[config.mk]
export PLATFORM = sky130hd
export DESIGN_NAME = spi_regfile
export DESIGN_NICKNAME = d
export VERILOG_FILES = /design/src/rtl/spi_regfile_pkg.sv /design/src/rtl/spi_regfile_sync.sv /design/src/rtl/spi_regfile.sv
export SDC_FILE = /design/constraint.sdc
export NUM_CORES = 1
export LEC_CHECK = 0
export ABC_AREA = 1
export CORE_MARGIN = 3
export CORE_UTILIZATION = 35
export DETAILED_ROUTE_END_ITERATION = 12
export GPL_ROUTABILITY_DRIVEN = 0
export PLACE_DENSITY = 0.63
export SYNTH_ARGS = -nofsm -noshare
export SYNTH_HDL_FRONTEND = slang
export SYNTH_SLANG_ARGS = --single-unit
[constraint.sdc]
create_clock -name clk -period 2 [get_ports clk]
set_input_delay 0.4 -clock clk [delete_from_list [all_inputs] [get_ports clk]]
set_output_delay 0.4 -clock clk [all_outputs]
set_load 0.01 [all_outputs]
[src/rtl/spi_regfile_pkg.sv]
// rtl/spi_regfile_pkg.sv - command field positions, FSM encodings and address helper for spi_regfile
package spi_regfile_pkg;

  localparam int CMD_WR_BIT   = 7;
  localparam int CMD_INC_BIT  = 6;
  localparam int CMD_ADDR_MSB = 3;

  localparam logic [1:0] ST_WAIT_NCS = 2'd0;
  localparam logic [1:0] ST_IDLE     = 2'd1;
  localparam logic [1:0] ST_CMD      = 2'd2;
  localparam logic [1:0] ST_DATA     = 2'd3;

  // Auto-increment wraps at the last implemented register; out-of-range addresses just count on.
  function automatic logic [3:0] next_addr(input logic [3:0] addr, input logic inc,
                                           input int num_regs);
    if (!inc) return addr;
    if (addr == 4'(num_regs - 1)) return 4'd0;
    return addr + 4'd1;
  endfunction

endpackage

[src/rtl/spi_regfile_sync.sv]
// rtl/spi_regfile_sync.sv - 2-FF synchroniser for the SPI pins plus sck edge strobes
module spi_regfile_sync (
  input  logic clk,
  input  logic rst,
  input  logic sck,
  input  logic ncs,
  input  logic mosi,
  output logic mosi_out,
  output logic spi_reset,
  output logic spi_read,
  output logic spi_write
);

  logic [1:0] sck_ff;
  logic [1:0] ncs_ff;
  logic [1:0] mosi_ff;
  logic       sck_d;

  // ncs resets to "selected" so a frame already running at reset is never mistaken for a fresh select.
  always_ff @(posedge clk) begin
    if (rst) begin
      sck_ff  <= 2'b00;
      ncs_ff  <= 2'b00;
      mosi_ff <= 2'b00;
      sck_d   <= 1'b0;
    end else begin
      sck_ff  <= {sck_ff[0], sck};
      ncs_ff  <= {ncs_ff[0], ncs};
      mosi_ff <= {mosi_ff[0], mosi};
      sck_d   <= sck_ff[1];
    end
  end

  assign mosi_out  = mosi_ff[1];
  assign spi_reset = ncs_ff[1];
  assign spi_read  = sck_ff[1] & ~sck_d;
  assign spi_write = ~sck_ff[1] & sck_d;

endmodule

[src/rtl/spi_regfile.sv]
// rtl/spi_regfile.sv - SPI mode-0 slave register file with read-only status registers
module spi_regfile
  import spi_regfile_pkg::*;
#(
  parameter int                  NUM_REGS  = 4,
  parameter int                  REG_W     = 32,
  parameter logic [NUM_REGS-1:0] RO_MASK   = '0,
  parameter logic [REG_W-1:0]    REG_RESET = '0,
  parameter logic [7:0]          ID_BYTE   = 8'hA5
) (
  input  logic                      clk,
  input  logic                      rst,
  input  logic                      sck,
  input  logic                      ncs,
  input  logic                      mosi,
  output logic                      miso,
  input  logic [NUM_REGS*REG_W-1:0] rd_data,
  output logic [NUM_REGS*REG_W-1:0] reg_q,
  output logic [NUM_REGS-1:0]       wr_strobe,
  output logic [7:0]                cmd_q
);

  localparam int CNT_W = $clog2(REG_W + 1);

  logic mosi_s, ncs_high, sck_rise, sck_fall;

  spi_regfile_sync u_sync (
    .clk       (clk),
    .rst       (rst),
    .sck       (sck),
    .ncs       (ncs),
    .mosi      (mosi),
    .mosi_out  (mosi_s),
    .spi_reset (ncs_high),
    .spi_read  (sck_rise),
    .spi_write (sck_fall)
  );

  logic [1:0]       state;
  logic [CNT_W-1:0] bit_cnt;
  logic [REG_W-1:0] rx_sh, tx_sh, cap_word, rx_next, cap_rd, cap_val;
  logic             load_pend;
  logic [7:0]       cmd_r;
  logic [3:0]       addr, cap_addr;
  logic             cmd_done, word_end, cur_locked, commit;

  assign rx_next  = {rx_sh[REG_W-2:0], mosi_s};
  assign cmd_done = (state == ST_CMD) && sck_rise && (bit_cnt == CNT_W'(7));
  assign word_end = (state == ST_DATA) && sck_rise && (bit_cnt == CNT_W'(REG_W - 1));
  assign cap_addr = cmd_done ? rx_next[CMD_ADDR_MSB:0]
                             : next_addr(addr, cmd_r[CMD_INC_BIT], NUM_REGS);

  // Out-of-range addresses match no register: locked for writes, read back as zero.
  always_comb begin
    cur_locked = 1'b1;
    cap_rd     = '0;
    for (int i = 0; i < NUM_REGS; i++) begin
      if (addr == 4'(i)) cur_locked = RO_MASK[i];
      if (cap_addr == 4'(i))
        cap_rd = RO_MASK[i] ? rd_data[i*REG_W +: REG_W] : reg_q[i*REG_W +: REG_W];
    end
  end

  assign commit  = word_end && cmd_r[CMD_WR_BIT] && !cur_locked;
  assign cap_val = (commit && cap_addr == addr) ? rx_next : cap_rd;

  // The captured word waits for the next sck fall so its MSB is not shifted away on arrival.
  always_ff @(posedge clk) begin
    if (rst) begin
      state     <= ST_WAIT_NCS;
      bit_cnt   <= '0;
      rx_sh     <= '0;
      tx_sh     <= '0;
      cap_word  <= '0;
      load_pend <= 1'b0;
      cmd_r     <= 8'h00;
      addr      <= 4'd0;
    end else if (ncs_high) begin
      state     <= ST_IDLE;
      bit_cnt   <= '0;
      tx_sh     <= REG_W'(ID_BYTE) << (REG_W - 8);
      load_pend <= 1'b0;
    end else begin
      case (state)
        ST_IDLE: begin
          state   <= ST_CMD;
          bit_cnt <= '0;
        end
        ST_CMD, ST_DATA: begin
          if (sck_rise) begin
            rx_sh   <= rx_next;
            bit_cnt <= bit_cnt + CNT_W'(1);
            if (cmd_done || word_end) begin
              bit_cnt   <= '0;
              cap_word  <= cap_val;
              load_pend <= 1'b1;
              addr      <= cap_addr;
              state     <= ST_DATA;
            end
            if (cmd_done) cmd_r <= rx_next[7:0];
          end
          if (sck_fall) begin
            if (load_pend) begin
              tx_sh     <= cap_word;
              load_pend <= 1'b0;
            end else begin
              tx_sh <= {tx_sh[REG_W-2:0], 1'b0};
            end
          end
        end
        default: state <= state;
      endcase
    end
  end

  assign miso  = (state == ST_CMD || state == ST_DATA) ? tx_sh[REG_W-1] : 1'b0;
  assign cmd_q = cmd_r;

  for (genvar i = 0; i < NUM_REGS; i++) begin : g_reg
    if (RO_MASK[i]) begin : g_ro
      assign reg_q[i*REG_W +: REG_W] = '0;
      assign wr_strobe[i]            = 1'b0;
    end else begin : g_rw
      logic [REG_W-1:0] q;
      logic             stb;
      always_ff @(posedge clk) begin
        if (rst) begin
          q   <= REG_RESET;
          stb <= 1'b0;
        end else begin
          stb <= commit && (addr == 4'(i));
          if (commit && (addr == 4'(i))) q <= rx_next;
        end
      end
      assign reg_q[i*REG_W +: REG_W] = q;
      assign wr_strobe[i]            = stb;
    end
  end

endmodule
==> flow_summary.yaml <==
pwr:
  power_per_cell_area_mw_per_mm2: 667
  power.ir.vdd_worst_v: 0.000530
  p_leak_nw: 6.56
sta:
  fin_skew_ns: 0.0184
  fin_crit_sh: 1.08
  post-route-worst-setup-slack_ns: -0.160
  tightestPinTransition_ns: 0.847
  final_setup_violations: 36
  achievable-frequency_mhz: 463
  timing.final.max_slew_violations: 0
  grt_setup_unrepaired: "true"
  hold_violation_count_in_the_final_report: 0
  period_needed_ns: 2.16
  slew_headroom: 0.435
routing:
  met2_length_um: 18500
  detail_route.drc_violations: 0
  detail_route.iter0.violations: 723
  detail-route-antenna-nets: 0
  wl_per_cell_um: 17.7
  num_vias: 11400
  routed_wirelength_um: 40300
  met1Wirelength_um: 18100
  drt-vias-per-instance: 5.03
  detailedRoute.firstPassIterationCount: 5
  dr_wl_met3_um: 2400
  route.top_layer_used: "met4"
placed_design:
  hpwlAfterDp_um: 22800
  post-place-cells: 2183
  buffer_ports.inserted: 145
  detailedPlace.worstSlack_ns: -0.255
floorplanning:
  die_width_um: 190
  die_height_um: 190
  core_area_mm2: 0.0329
  row_count: 66
  ioPinCount: 274
  start_util: 0.359
  die_area_mm2: 0.0360
critical_path:
  timing.critical_path.required_ns: 2.48
  cp.arrival_ns: 2.64
  crit_type: "reg2reg"
  kind_of_start_point_of_the_critical_path: "flop"
  crit_path_end_kind: "flop"
  critical_path.max_fanout: 14
grt:
  overflow: 0
  global_route_wire_length_before_repair_um: 57400
  first_global_vias: 10600
  global_route.usage.total: 0.195
  grt_max_degree: 109
  grt_antenna_before_repair: 0
yosys:
  synth_top_family_by_area: "simple AND/OR/NAND/NOR gates"
  synth-edff-count: 0
  synthAdderAreaFrac: 0.00529
  syn-mean-instance-area_um2: 7.25
  synth_compound_gate_area_share: 0.173
  ys_async_sr_fraction: 0
  mappedNetlistArea_mm2: 0.0118
  synth_mux_area_frac: 0
  ys_ff_latch: 255
  synth_seq_area_share: 0.432
  yosys.area_share.simple: 0.262
  synth-main-ff-cell: "dfxtp_1"
  syn_inst: 1631
  synth.lib_cells_used.distinct: 36
  synth.yosys.warnings: 0
  synth_xor_area_frac: 0.00148
  syn_nets: 1769
finish:
  finalCoreUtilization: 0.508
  insertedDiodeCount: 0
  most_common_library_cell_in_the_layout_ignoring_fill_and_taps: "nand2_1"
  final_nets: 1946
  final_layout_size_suffix_gt1_frac: 0.237
  n_fill_cell: 2991
  final_cells: 2273
  area_growth_syn_to_layout_pct: 41.7
  layout_common_cells: "251 x nand2_1, 249 x dfxtp_1, 228 x inv_1"
clocking:
  clk_pin_slew_ns: 0.06
  clockBufferDepth: 3
  htree_num_levels: 1
  numCtsBuffers: 29
  post_cts_hold_buffer_count: 0
  clock_tree_from_tritoncts: "yes"
  clk_root_buffer_cell: "clkbuf_16"
  numClockSinks: 255
  clock_insertion_delay_at_the_later_pin_of_the_skew_report_ns: 0.55
run_status:
  run_status: "complete, but fails checks"
  failing_checks: "negative setup slack"
min_path:
  worstHoldPathType: "in2reg"
flow_run:
  max_cap_viol_count: 0
path summary, 6_finish.rpt:
check | slack (ns) | end | from | cells past startpoint
min | 0.33 | state[1] | rst | 5
min reg2reg | 0.40 | u_sync.ncs_ff[1] | u_sync.ncs_ff[0] | 2
max reg2reg | -0.16 | cap_word[2] | addr[1] | 16
max | -0.16 | cap_word[2] | addr[1] | 16
area by class of cell:
cell class,instances,area (um^2),area share
inverters,235,882,0.0527
flip-flops and latches,255,5120,0.306
well taps,442,553,0.0330
multi-input cells,1026,6010,0.358
clock inverters,12,199,0.0119
clock buffers,42,865,0.0516
repair buffers,261,3130,0.187
power by group:
group	internal [W]	switching, W
sequential	0.00510	0.0000208
clock	0.00365	0.00220
combinational	0.0000575	0.000158
state kept, by name, indices dropped and copies added, names as in the netlist:
name,count
g.g_rw.q,128
cap_word,32
tx_sh,32
rx_sh,31
cmd_q,8
bit_cnt,6
addr,4
g.g_rw.stb,4
state,2
u_sync.mosi_ff,2
u_sync.ncs_ff,2
u_sync.sck_ff,2
load_pend,1
u_sync.sck_d,1
worst max-delay path: stages, from the launching register on:
cell and delay, ns:
dfxtp_1 0.35, inv_1 0.07, ha_1 0.30, nand2_1 0.08, o21ai_2 0.08, inv_1 0.05
nand2_1 0.10, nand2_4 0.09, buf_4 0.15, nor2_4 0.17, nand2_8 0.09, buf_12 0.16
nor2_1 0.09, nor2_1 0.06, nand2_2 0.07, nand2_2 0.06, a21oi_2 0.12
cell usage after synthesis, types with 2 or more instances:
library cell	n	share of area
o211ai_1	2	0.0013
nor2_1	310	0.098
o21ai_0	64	0.027
nand3_1	76	0.032
a21oi_1	40	0.017
nand2_2	11	0.0058
nor2_2	2	0.0011
buf_12	4	0.0068
dfxtp_1	255	0.43
xor2_1	2	0.0015
ha_1	5	0.0053
inv_2	5	0.0016
a21oi_2	32	0.024
nand2_1	269	0.085
nor2_4	6	0.0057
nor3_1	3	0.0013
a311oi_1	11	0.0082
buf_6	3	0.0029
buf_4	10	0.0064
inv_1	229	0.073
buf_1	2	0.00064
clkbuf_4	2	0.0013
a31oi_1	21	0.011
buf_2	32	0.014
nand3_2	31	0.026
a211oi_1	130	0.083
clkbuf_1	63	0.020
nand4_1	3	0.0016
stage by stage:
step                      power, W  setup TNS (ns)  hold slack (ns)  area (um^2)
after floorplan            0.00536               0            0.388        11800
after global placement     0.00543           -5.58            0.402        14100
after detailed placement   0.00543           -6.47            0.399        14100
after CTS                   0.0112           -2.93            0.313        15700
after global routing        0.0115          -12.56            0.367        16800
final                       0.0112           -3.84            0.331        16800
kinds of logic (layout without fill, tap and decap cells):
group                    Yosys count  in the layout
AND/OR/NAND/NOR                  715            716
buffers and inverters            351            550
AO/OA/AOI/OAI                    303            303
flip-flops                       255            255
adder cells (fa/ha/maj)            5              5
XOR/XNOR                           2              2
layer usage:
metal,GRT usage,up-vias
met1,0.263,5412
li1,-,5593
met5,0,-
met3,0.0311,80
met2,0.317,349
met4,0.0691,0
timing repair:
item                                    CTS  global route
buffers inserted                          9             3
pin swaps                                18            30
gates cloned                              7            19
resized for setup                        77           184
endpoints found under the setup margin   44           140
(Power assumes the default switching activity.)
